### src/rtl/sevenseg_mux_driver.sv
// Time-multiplexed common-anode seven-segment driver with per-slot blanking.
// Define LEADING_ZERO_BLANK_EN to suppress leading-zero digits above digit 0.
module sevenseg_mux_driver #(
    parameter int unsigned NUM_DIGITS   = 2,
    parameter int unsigned REFRESH_DIV  = 24000,
    parameter int unsigned BLANK_CYCLES = 16
) (
    input  logic                                                   clk,
    input  logic                                                   reset,
    input  logic                                                   en,
    input  logic [4*NUM_DIGITS-1:0]                                digits,
    output logic [6:0]                                             seg,
    output logic [NUM_DIGITS-1:0]                                  anode,
    output logic [$clog2((NUM_DIGITS > 1) ? NUM_DIGITS : 2)-1:0]   digit_idx,
    output logic                                                   frame_tick
);

    localparam int unsigned IdxW = $clog2((NUM_DIGITS > 1) ? NUM_DIGITS : 2);
    localparam int unsigned CntW = $clog2((REFRESH_DIV > 1) ? REFRESH_DIV : 2);

    localparam logic [CntW-1:0] CntLast = CntW'(REFRESH_DIV - 1);
    localparam logic [CntW-1:0] BlankC  = CntW'(BLANK_CYCLES);
    localparam logic [IdxW-1:0] IdxLast = IdxW'(NUM_DIGITS - 1);

    typedef enum logic {
        StBlank,
        StShow
    } phase_e;

    localparam phase_e PhaseInit = (BLANK_CYCLES > 0) ? StBlank : StShow;

    function automatic logic [6:0] hex_to_seg(input logic [3:0] v);
        logic [6:0] s;
        unique case (v)
            4'h0: s = 7'h40;
            4'h1: s = 7'h79;
            4'h2: s = 7'h24;
            4'h3: s = 7'h30;
            4'h4: s = 7'h19;
            4'h5: s = 7'h12;
            4'h6: s = 7'h02;
            4'h7: s = 7'h78;
            4'h8: s = 7'h00;
            4'h9: s = 7'h10;
            4'hA: s = 7'h08;
            4'hB: s = 7'h03;
            4'hC: s = 7'h46;
            4'hD: s = 7'h21;
            4'hE: s = 7'h06;
            4'hF: s = 7'h0E;
            default: s = 7'h7F;
        endcase
        return s;
    endfunction

    logic [CntW-1:0]       cnt_q, cnt_d, cnt_cur;
    logic [IdxW-1:0]       idx_q, idx_d;
    logic [3:0]            val_q, val_d, val_cur, nib;
    phase_e                phase_q, phase_d, phase_cur;
    logic                  en_prev_q, en_prev_d;
    logic [6:0]            seg_q, seg_d;
    logic [NUM_DIGITS-1:0] anode_q, anode_d;
    logic                  tick_q, tick_d;
    logic                  restart, slot_start, supp_cur;
`ifdef LEADING_ZERO_BLANK_EN
    logic                  supp_q, supp_d, supp_new, all_zero;
`endif

    always_comb begin
        cnt_d     = cnt_q;
        idx_d     = idx_q;
        val_d     = val_q;
        phase_d   = phase_q;
        en_prev_d = en;
        seg_d     = 7'h7F;
        anode_d   = '1;
        tick_d    = 1'b0;

        // A 0->1 edge on en restarts the current digit's slot from its blank interval.
        restart    = en && !en_prev_q;
        cnt_cur    = restart ? '0 : cnt_q;
        phase_cur  = restart ? PhaseInit : phase_q;
        slot_start = (cnt_cur == '0);

        nib = 4'h0;
        for (int k = 0; k < NUM_DIGITS; k++) begin
            if (idx_q == IdxW'(k)) begin
                nib = digits[4*k +: 4];
            end
        end
        val_cur = slot_start ? nib : val_q;

`ifdef LEADING_ZERO_BLANK_EN
        supp_d   = supp_q;
        all_zero = 1'b1;
        supp_new = 1'b0;
        for (int k = NUM_DIGITS - 1; k >= 1; k--) begin
            all_zero = all_zero && (digits[4*k +: 4] == 4'h0);
            if (idx_q == IdxW'(k)) begin
                supp_new = all_zero;
            end
        end
        supp_cur = slot_start ? supp_new : supp_q;
        if (en) begin
            supp_d = supp_cur;
        end
`else
        supp_cur = 1'b0;
`endif

        if (en) begin
            val_d = val_cur;
            if (phase_cur == StShow && !supp_cur) begin
                for (int k = 0; k < NUM_DIGITS; k++) begin
                    if (idx_q == IdxW'(k)) begin
                        anode_d[k] = 1'b0;
                    end
                end
                seg_d = hex_to_seg(val_cur);
            end

            if (cnt_cur == CntLast) begin
                cnt_d = '0;
                if (idx_q == IdxLast) begin
                    idx_d  = '0;
                    tick_d = 1'b1;
                end else begin
                    idx_d = idx_q + 1'b1;
                end
            end else begin
                cnt_d = cnt_cur + 1'b1;
            end
            phase_d = (cnt_d < BlankC) ? StBlank : StShow;
        end
    end

    always_ff @(posedge clk) begin
        if (reset) begin
            cnt_q     <= '0;
            idx_q     <= '0;
            val_q     <= 4'h0;
            phase_q   <= PhaseInit;
            en_prev_q <= 1'b0;
            seg_q     <= 7'h7F;
            anode_q   <= '1;
            tick_q    <= 1'b0;
        end else begin
            cnt_q     <= cnt_d;
            idx_q     <= idx_d;
            val_q     <= val_d;
            phase_q   <= phase_d;
            en_prev_q <= en_prev_d;
            seg_q     <= seg_d;
            anode_q   <= anode_d;
            tick_q    <= tick_d;
        end
    end

`ifdef LEADING_ZERO_BLANK_EN
    always_ff @(posedge clk) begin
        if (reset) begin
            supp_q <= 1'b0;
        end else begin
            supp_q <= supp_d;
        end
    end
`endif

    assign seg        = seg_q;
    assign anode      = anode_q;
    assign digit_idx  = idx_q;
    assign frame_tick = tick_q;

endmodule
### config.mk
export PLATFORM = sky130hd
export DESIGN_NAME = sevenseg_mux_driver
export DESIGN_NICKNAME = d
export VERILOG_FILES = /design/src/rtl/sevenseg_mux_driver.sv
export SDC_FILE = /design/constraint.sdc
export NUM_CORES = 1
export LEC_CHECK = 0
export BUFFER_PORTS_ARGS = -buffer_cell sky130_fd_sc_hd__buf_2
export CORE_MARGIN = 1
export CORE_UTILIZATION = 54
export DETAILED_ROUTE_END_ITERATION = 10
export PLACE_DENSITY = 0.75
export SYNTH_ARGS = -nofsm -noshare
export SYNTH_HDL_FRONTEND = slang
export SYNTH_SLANG_ARGS = --single-unit
### constraint.sdc
create_clock -name clk -period 3.3 [get_ports clk]
set_input_delay 0.165 -clock clk [delete_from_list [all_inputs] [get_ports clk]]
set_output_delay 0.165 -clock clk [all_outputs]
set_load 0.02 [all_outputs]
==> qor.txt, run 1 <==
Final setup vio count: 0
DR iter-0 viols: 134
Fin. max-slew vios: 0
Gpl congestion: 0.907
Max clock buf depth: 2
Total wire length: 4.55 mm
Die Wd: 62.0 um
Post-synth EDFFs: 0
CTS Buf Count: 5
Outcome: finished clean
I/O pin total: 22
Detailed Routing Iterations Pass 1: 4
Combinational power share: 15.0%
Clock Sinks: 32
Final Hold Viols: 0
Placed insts: 294
Layout Skew: 12.5 ps
Int Pwr: 0.538 mW
Largest net degree at the start of global routing: 25
CTS root buffer: clkbuf_4
First-pass GRT wire length: 7.22 mm
Die ar.: 3850 sq um
Main synth FF type: dfxtp_1
Setup Total Neg Slack: 0 ps
CTS tree: yes
Vias: 1750
Worst-skew pair later-pin latency: 340 ps
Async set-or-reset flop fraction in the synthesized netlist: 0%
Worst path slowest cell: or4_1
Core box area: 3390 sq um
Worst Setup End Kind: flip-flop
Synth Cell Area: 1950 sq um
Layout Utilization: 62.4%
Count leader, synth: nor2_1
Sequential power share: 52.5%
Vias in the first global route: 1542
Minimum clock period: 2810 ps
Vias/cell: 5.79
Detail Placement HPWL: 3.25 mm
Post-route DRC: 0
#FFs+latches synth: 32
CP arrival: 3020 ps
Pre-CTS setup slack: 561 ps
CTS HTree Levels: 2
GRT overflow: 0
PD cells: 358 nW/um^2
Hold_buf cts: 0
Share of layout cells above drive strength 1: 19.9%
Die height: 62.0 um
Layout area overhead: 8.61%
CP Cell Sequence: nand2b_1 -> and2_1 -> ha_1 -> and4_1 -> nand3_2 -> or4_1 -> nand2_1 -> o21ai_0 -> a21oi_1 -> nor2_1
RSZ-0062 raised after global routing: no
Post-synthesis sequential area ratio: 32.9%
Starting Density: 57.4%
Crit path launch type: flip-flop
Fin crit share: 85.0%
Post-CTS resize count: 0
Switch share: 28.8%
Yosys top cell by area: dfxtp_1
Number of I/O port buffers: 21
Initial antenna violation count: 0
Mapped Cells: 238
Post-CTS Setup Bufs: 0
Fmax: 356 MHz
Worst slew margin: 63.5%
Synth top area cells: dfxtp_1 (33%), nor2_1 (6.4%), a21oi_1 (5.1%)
Worst EP required: 3520 ps
Synth cell count leaders: nor2_1 (33), dfxtp_1 (32), nand2_1 (22)
Critical path class: reg -> reg
WL per Instance: 15.1 um
Nets@finish: 273
Finished Cell Area: 2110 sq um
Worst slew pin tran: 548 ps
MaxCap Viol Count: 0
Worst setup margin: 494 ps
Worst-path maximum fanout: 10
Yosys cell types: 51
Syn nets: 256
Post-detailed-route count of antenna-violating nets: 0
P_leak: 0.808 nW
Placed Area: 2050 sq um
Hold Path Class: in -> reg
Mean Syn Cell Area: 8.18 sq um
GRT Total Usage: 26.2%
Synth warn: 0
Post-Layout Cell Count: 302
Ant. Diodes: 0
Yosys top cell area share: 32.9%
Max incr delay on CP: 750 ps
Peak VDD IR: 0.210 mV
Switching power: 0.218 mW
Row cnt: 21
Clock transition at path regs: 100 ps
Power share of the clock group: 32.5%
## worst paths after layout
path,from,end,slack (ps),depth (start not counted)
worst max-delay path,en_prev_q$_SDFF_PP0_,cnt_q[5]$_SDFFE_PP0P_,490,10
worst min-delay path,reset,val_q[3]$_SDFFE_PP0P_,230,2
worst max register to register,en_prev_q$_SDFF_PP0_,cnt_q[5]$_SDFFE_PP0P_,490,10
worst min register to register,val_q[2]$_SDFFE_PP0P_,val_q[2]$_SDFFE_PP0P_,500,2
## registers in the layout, indices dropped and copies added, names as in the netlist
name	count
seg	7
en_prev_q	1
digit_idx	1
cnt_q	15
frame_tick	1
phase_q	1
anode	2
val_q	4
## stage by stage
stage	hold slack, ps	total power, mW
finish	230	0.757
CTS	233	0.756
floorplan	241	0.492
global route	242	0.786
detailed placement	476	0.517
global placement	479	0.515
## layout by cell type (no fill, tap or decap), types with 4 or more instances in the layout
cell type | netlist | final
buf_2 | 2 | 21
inv_1 | 7 | 7
and3_1 | 5 | 5
mux2i_1 | 8 | 8
buf_4 | 1 | 4
dfxtp_1 | 32 | 32
xnor2_1 | 7 | 7
a21oi_1 | 20 | 20
mux2_2 | 6 | 6
o21ai_0 | 9 | 9
and2_1 | 4 | 4
nor2_1 | 33 | 33
clkbuf_4 | 0 | 5
nand2_1 | 22 | 22
ha_1 | 7 | 7
nor3_1 | 7 | 7
nand3_1 | 9 | 9
## cell type report
class / instances / area [sq um]
inverters: 8 / 30.0
repair buffers: 25 / 135
flip-flops and latches: 32 / 641
fillers: 311 / 1270
multi-input cells: 183 / 1190
clock inverters: 2 / 10.0
clock buffers: 6 / 51.3
well taps: 46 / 57.6
## critical path, delay by kind of cell, from the launching register on
kind	cells	cell delay, ps
and+or+nand+nor	7	1830
DFF	1	340
adders and majority gates	1	270
AOI/OAI and AO/OA	2	260
## power by group through the flow
stage          Sequential (mW)  Combinational (mW)  Clock, mW
2_1_floorplan            0.406              0.0860          0
5_1_grt                  0.398               0.126      0.262
6_report                 0.397               0.113      0.246
4_1_cts                  0.397               0.112      0.247
3_5_place_dp             0.406               0.111          0
3_3_place_gp             0.406               0.109          0
## per-layer routing
layer  global-route usage, %  share of wire [%]
met2                    42.2                 47
met3                    6.83                4.6
met4                    6.67                1.1
met5                       0                  0
met1                    34.9                 47
## cell families (layout without fill, tap and decap cells)
logic type	Yosys count	count (layout)	share of synthesized area (%)
AO/OA/AOI/OAI	47	47	16.1
buffers and inverters	23	41	5.98
AND/OR/NAND/NOR	106	106	28.6
flip-flops	32	32	32.9
multiplexers	15	15	8.35
adder cells (fa/ha/maj)	7	7	4.50
XOR/XNOR	8	8	3.60
No activity file was read; power rests on OpenSTA's default activity.
==> run 2, diff against run 1 <==
Settings changed: CORE_UTILIZATION 54 to 30, PLACE_DENSITY 0.75 to unset.
==> run 2 against run 1 <==
- clock skew fell by 3.5 ps
- power increased by 18%
- sequential share of layout area down 1.1 points
- register-to-register slack is essentially flat
- worst hold slack improved by 51 ps
- clock power increased by 54%
- combinational power about the same
- flip-flop and latch count stayed put
- die area rose by 77%
- setup slack worse by 14 ps
- first-iteration DRC count fell by 32%
- largest cell class unchanged
==> qor.txt, run 2 (synthesized netlist as in run 1, its figures left out) <==
Crit path launch type: flip-flop
Final setup vio count: 0 (unchanged)
Switch share: 25.7% (-3.1 points)
Post-detailed-route count of antenna-violating nets: 0 (unchanged)
RSZ-0062 raised after global routing: no
P_leak: 0.825 nW (+2.1%)
Number of flip-flops in the largest register: 15 (unchanged)
Die Wd: 82.6 um (+33%)
Power share of the clock group: 42.7% (+10 points)
Initial antenna violation count: 0 (unchanged)
Placed insts: 323 (+9.9%)
Most frequent cells in the layout: nor2_1 (33), dfxtp_1 (32), nand2_1 (22)
Hold Path Class: in -> reg
Layout Skew: 9.00 ps (-3.48 ps)
Clock Sinks: 32 (unchanged)
Core box area: 6100 sq um (+80%)
Detail Placement HPWL: 3.39 mm (+4.4%)
Detailed Routing Iterations Pass 1: 4 (unchanged)
Final Hold Viols: 0 (unchanged)
Largest net degree at the start of global routing: 25 (unchanged)
Number of I/O port buffers: 21 (unchanged)
WL per Instance: 14.4 um (-4.5%)
Vias: 1717 (-1.9%)
Clock transition at path regs: 70 ps (-30 ps)
CTS tree: yes
GRT Total Usage: 15.5% (-11 points)
Outcome: finished clean
Setup Total Neg Slack: 0 ps (unchanged)
Peak VDD IR: 0.265 mV (+26%)
Post-CTS Setup Bufs: 0 (unchanged)
Int Pwr: 0.661 mW (+23%)
Fin. max-slew vios: 0 (unchanged)
Total wire length: 4.76 mm (+4.7%)
First-pass GRT wire length: 7.78 mm (+7.7%)
Ant. Diodes: 0 (unchanged)
Worst-path maximum fanout: 10 (unchanged)
GRT overflow: 0 (unchanged)
Gpl congestion: 0.862 (-5.0%)
CP arrival: 2980 ps (-40 ps)
Combinational power share: 12.7% (-2.3 points)
Post-route DRC: 0 (unchanged)
Tot Pwr: 0.890 mW (+18%)
Nets@finish: 273 (unchanged)
Fmax: 355 MHz (-0.50%)
Row cnt: 28 (+33%)
Layout area overhead: 12.9%
Die ar.: 6820 sq um (+77%)
Minimum clock period: 2820 ps (+14.2 ps)
Max clock buf depth: 2 (unchanged)
CTS root buffer: clkbuf_8
MaxCap Viol Count: 0 (unchanged)
Worst slew pin tran: 505 ps (-42.8 ps)
Post-CTS resize count: 0 (unchanged)
Critical path class: reg -> reg
Hold_buf cts: 0 (unchanged)
Switching power: 0.228 mW (+4.7%)
Worst-skew pair later-pin latency: 290 ps (-50 ps)
Post-Layout Cell Count: 331 (+9.6%)
Starting Density: 31.9% (-26 points)
Fin crit share: 85.5% (+0.43 points)
Die height: 82.6 um (+33%)
Vias/cell: 5.19 (-10%)
Sequential power share: 44.7% (-7.8 points)
Vias in the first global route: 1630 (+5.7%)
PD cells: 405 nW/um^2 (+13%)
CTS Buf Count: 5 (unchanged)
Most flops, register: cnt_q
Worst Setup End Kind: flip-flop
Layout Utilization: 36.0% (-26 points)
Share of layout cells above drive strength 1: 19.5% (-0.39 points)
Most common cell after layout, fill and taps aside: nor2_1
Worst EP required: 3460 ps (-60 ps)
Worst slew margin: 66.3% (+2.9 points)
DR iter-0 viols: 91 (-32%)
I/O pin total: 22 (unchanged)
CTS HTree Levels: 2 (unchanged)
[run 2: layout make-up]
type,count,area [sq um]
Clock buffer,6,72.6
Tap cell,75,93.8
Multi-Input combinational cell,183,1190
Timing Repair Buffer,25,135
Inverter,8,30.0
Clock inverter,2,35.0
Sequential cell,32,641
Fill cell,665,3900
[run 2: power groups by stage]
stage | Combinational (mW) | Sequential [mW] | Clock, mW
2_1_floorplan | 0.0860 | 0.406 | 0
3_3_place_gp | 0.111 | 0.406 | 0
3_5_place_dp | 0.112 | 0.406 | 0
4_1_cts | 0.112 | 0.397 | 0.388
5_1_grt | 0.125 | 0.398 | 0.405
6_report | 0.113 | 0.397 | 0.380
[run 2: through the flow]
stage	instance area [sq um]	worst slack, ps	hold WS (ps)
2_1_floorplan	1950	743	241
3_3_place_gp	2090	493	479
3_5_place_dp	2090	510	486
4_1_cts	2200	483	289
5_1_grt	2200	288	316
6_report	2200	480	282
[run 2: final timing paths]
path / from / to / slack [ps] / depth (start not counted)
max: en_prev_q$_SDFF_PP0_ / cnt_q[3]$_SDFFE_PP0P_ / 480 / 10
min: reset / cnt_q[6]$_SDFFE_PP0P_ / 280 / 2
max reg2reg: en_prev_q$_SDFF_PP0_ / cnt_q[3]$_SDFFE_PP0P_ / 480 / 10
min reg2reg: val_q[0]$_SDFFE_PP0P_ / val_q[0]$_SDFFE_PP0P_ / 500 / 2
[run 2: metal layers]
metal | vias to the layer above | wire, um | global-route usage (%)
met3 | 7 | 174 | 3.74
met4 | 0 | 105 | 6.90
met2 | 36 | 2180 | 25.5
met1 | 800 | 2300 | 19.1
li1 | 874 | - | -
met5 | - | 0 | 0
[run 2: worst max-delay path, stage by stage, from the launching register on]
cell and delay [ps]:
dfxtp_1 340, nand2b_1 180, and2_1 150, ha_1 240
and4_1 320, nand3_2 160, or4_1 750, nand2_1 230
o21ai_0 110, a21oi_1 170, nor2_1 50
==> run 3, diff against run 2 <==
Settings changed: CELL_PAD_IN_SITES_DETAIL_PLACEMENT set to 0, CELL_PAD_IN_SITES_GLOBAL_PLACEMENT set to 1, CTS_BUF_LIST set to sky130_fd_sc_hd__clkbuf_8, PLACE_DENSITY_LB_ADDON set to 0.1, TNS_END_PERCENT set to 100.
==> run 3 against run 2 <==
- global-route usage is 0.78 points higher
- final area is 0.34% lower
- sequential power hardly changed
- utilization is 0.12 points lower
- cell count is 0.30% higher
- combinational power hardly changed
- clock-buffer cell count stayed put
- worst hold slack better by 6.5 ps
- non-clock buffer count is 1 higher
- setup slack better by 71 ps
- critical path depth stayed put
- via count is 0.47% lower
==> qor.txt, run 3 (synthesized netlist as in run 1, its figures left out) <==
Worst-path maximum fanout: 10 (unchanged)
Worst path slowest cell: or4_1
Largest net degree at the start of global routing: 25 (unchanged)
Number of flip-flops in the largest register: 15 (unchanged)
CTS root buffer: clkbuf_8
Max incr delay on CP: 750 ps (about the same)
Post-route DRC: 0 (unchanged)
Vias/cell: 5.15 (-0.77%)
CTS HTree Levels: 2 (unchanged)
Hold Path Class: in -> reg
WL per Instance: 15.0 um (+4.1%)
Share of layout cells above drive strength 1: 20.2% (+0.70 points)
Post-Layout Cell Count: 332 (+0.30%)
Critical path class: reg -> reg
DR iter-0 viols: 81 (-11%)
Row cnt: 28 (unchanged)
Clock transition at path regs: 80 ps (about the same)
Initial antenna violation count: 0 (unchanged)
Max clock buf depth: 2 (unchanged)
Worst Setup End Kind: flip-flop
Peak VDD IR: 0.211 mV (-20%)
GRT Total Usage: 16.3% (+0.78 points)
Worst slew margin: 66.9% (+0.53 points)
Most flops, register: cnt_q
Core box area: 6100 sq um (unchanged)
CP arrival: 2910 ps (-70 ps)
Minimum clock period: 2750 ps (-70.9 ps)
Layout Utilization: 35.9% (-0.12 points)
Worst slew pin tran: 496 ps (-8.58 ps)
Die Wd: 82.6 um (unchanged)
Placed insts: 324 (+0.31%)
First-pass GRT wire length: 8.15 mm (+4.7%)
PD cells: 380 nW/um^2 (-6.1%)
Vias: 1709 (-0.47%)
Worst-skew pair later-pin latency: 290 ps (about the same)
Post-detailed-route count of antenna-violating nets: 0 (unchanged)
I/O pin total: 22 (unchanged)
Worst EP required: 3460 ps (about the same)
Layout Skew: 11.2 ps (+2.19 ps)
Hold WS: 288 ps (+6.50 ps)
Ant. Diodes: 0 (unchanged)
Post-CTS resize count: 0 (unchanged)
Final Hold Viols: 0 (unchanged)
CTS Buf Count: 5 (unchanged)
GRT overflow: 0 (unchanged)
RSZ-0062 raised after global routing: no
Final setup vio count: 0 (unchanged)
Layout area overhead: 12.5%
Hold_buf cts: 0 (unchanged)
Clock Sinks: 32 (unchanged)
Vias in the first global route: 1562 (-4.2%)
Gpl congestion: 0.757 (-12%)
MaxCap Viol Count: 0 (unchanged)
Die height: 82.6 um (unchanged)
Most frequent cells in the layout: nor2_1 (33), dfxtp_1 (32), nand2_1 (22)
Fmax: 364 MHz (+2.6%)
CTS tree: yes
Number of I/O port buffers: 21 (unchanged)
Total wire length: 4.98 mm (+4.5%)
P_leak: 0.826 nW (about the same)
Post-CTS Setup Bufs: 0 (unchanged)
Detail Placement HPWL: 3.54 mm (+4.4%)
Crit path launch type: flip-flop
CP Cell Sequence: nand2b_1 -> and2_1 -> ha_1 -> and4_1 -> nand3_2 -> or4_1 -> nand2_1 -> o21ai_0 -> a21oi_1 -> nor2_1
Fin crit share: 83.3% (-2.1 points)
Outcome: finished clean
Fin. max-slew vios: 0 (unchanged)
Detailed Routing Iterations Pass 1: 4 (unchanged)
Most common cell after layout, fill and taps aside: nor2_1
Nets@finish: 274 (+0.37%)
Setup Total Neg Slack: 0 ps (unchanged)
Die ar.: 6820 sq um (unchanged)
Starting Density: 31.9% (unchanged)
[run 3: changes by cell type in the layout (fill, tap and decap cells not counted)]
cell	change
clkbuf_1	-1
bufinv_16	-1
clkbuf_8	+1
clkinv_2	+1
buf_4	+1
[run 3: through the flow]
stage	cell area (sq um)	power [mW]	setup WS [ps]
after CTS	2190	0.845	537
after global routing	2190	0.879	370
after global placement	2100	0.526	679
after floorplan	1950	0.492	743
final	2190	0.832	551
after detailed placement	2100	0.523	588
[run 3: critical path, delay by kind of cell (launching register included)]
| family | cells | cell delay (ps) |
|---|---|---|
| adder cells (fa/ha/maj) | 1 | 260 |
| flip-flops | 1 | 330 |
| AND/OR/NAND/NOR | 7 | 1770 |
| AO/OA/AOI/OAI | 2 | 270 |
[run 3: final timing paths]
kind	startpoint	endpoint	slack [ps]	depth (start not counted)
setup / recovery	en_prev_q$_SDFF_PP0_	cnt_q[3]$_SDFFE_PP0P_	550	10
hold / removal	reset	cnt_q[10]$_SDFFE_PP0P_	290	2
setup reg to reg	en_prev_q$_SDFF_PP0_	cnt_q[3]$_SDFFE_PP0P_	550	10
hold reg to reg	val_q[2]$_SDFFE_PP0P_	val_q[2]$_SDFFE_PP0P_	500	2
[run 3: final cells by class]
type | instances | area (sq um)
well taps | 75 | 93.8
clock inverters | 2 | 10.0
multi-input cells | 183 | 1190
clock buffers | 6 | 82.6
repair buffers | 26 | 143
flip-flops and latches | 32 | 641
fillers | 668 | 3910
inverters | 8 | 30.0
[run 3: power by group]
| group | leakage (nW) | total, mW | internal, mW | switching, mW |
|---|---|---|---|---|
| clock network | 0.0510 | 0.318 | 0.166 | 0.152 |
| logic | 0.515 | 0.116 | 0.0463 | 0.0702 |
| registers | 0.260 | 0.397 | 0.393 | 0.00462 |
[run 3: layer usage]
metal	global-route usage [%]	up-vias	wire length [um]
met2	23.6	29	2170
met1	23.4	792	2610
met4	5.00	0	34
met5	0	-	0
li1	-	884	-
met3	4.29	4	166
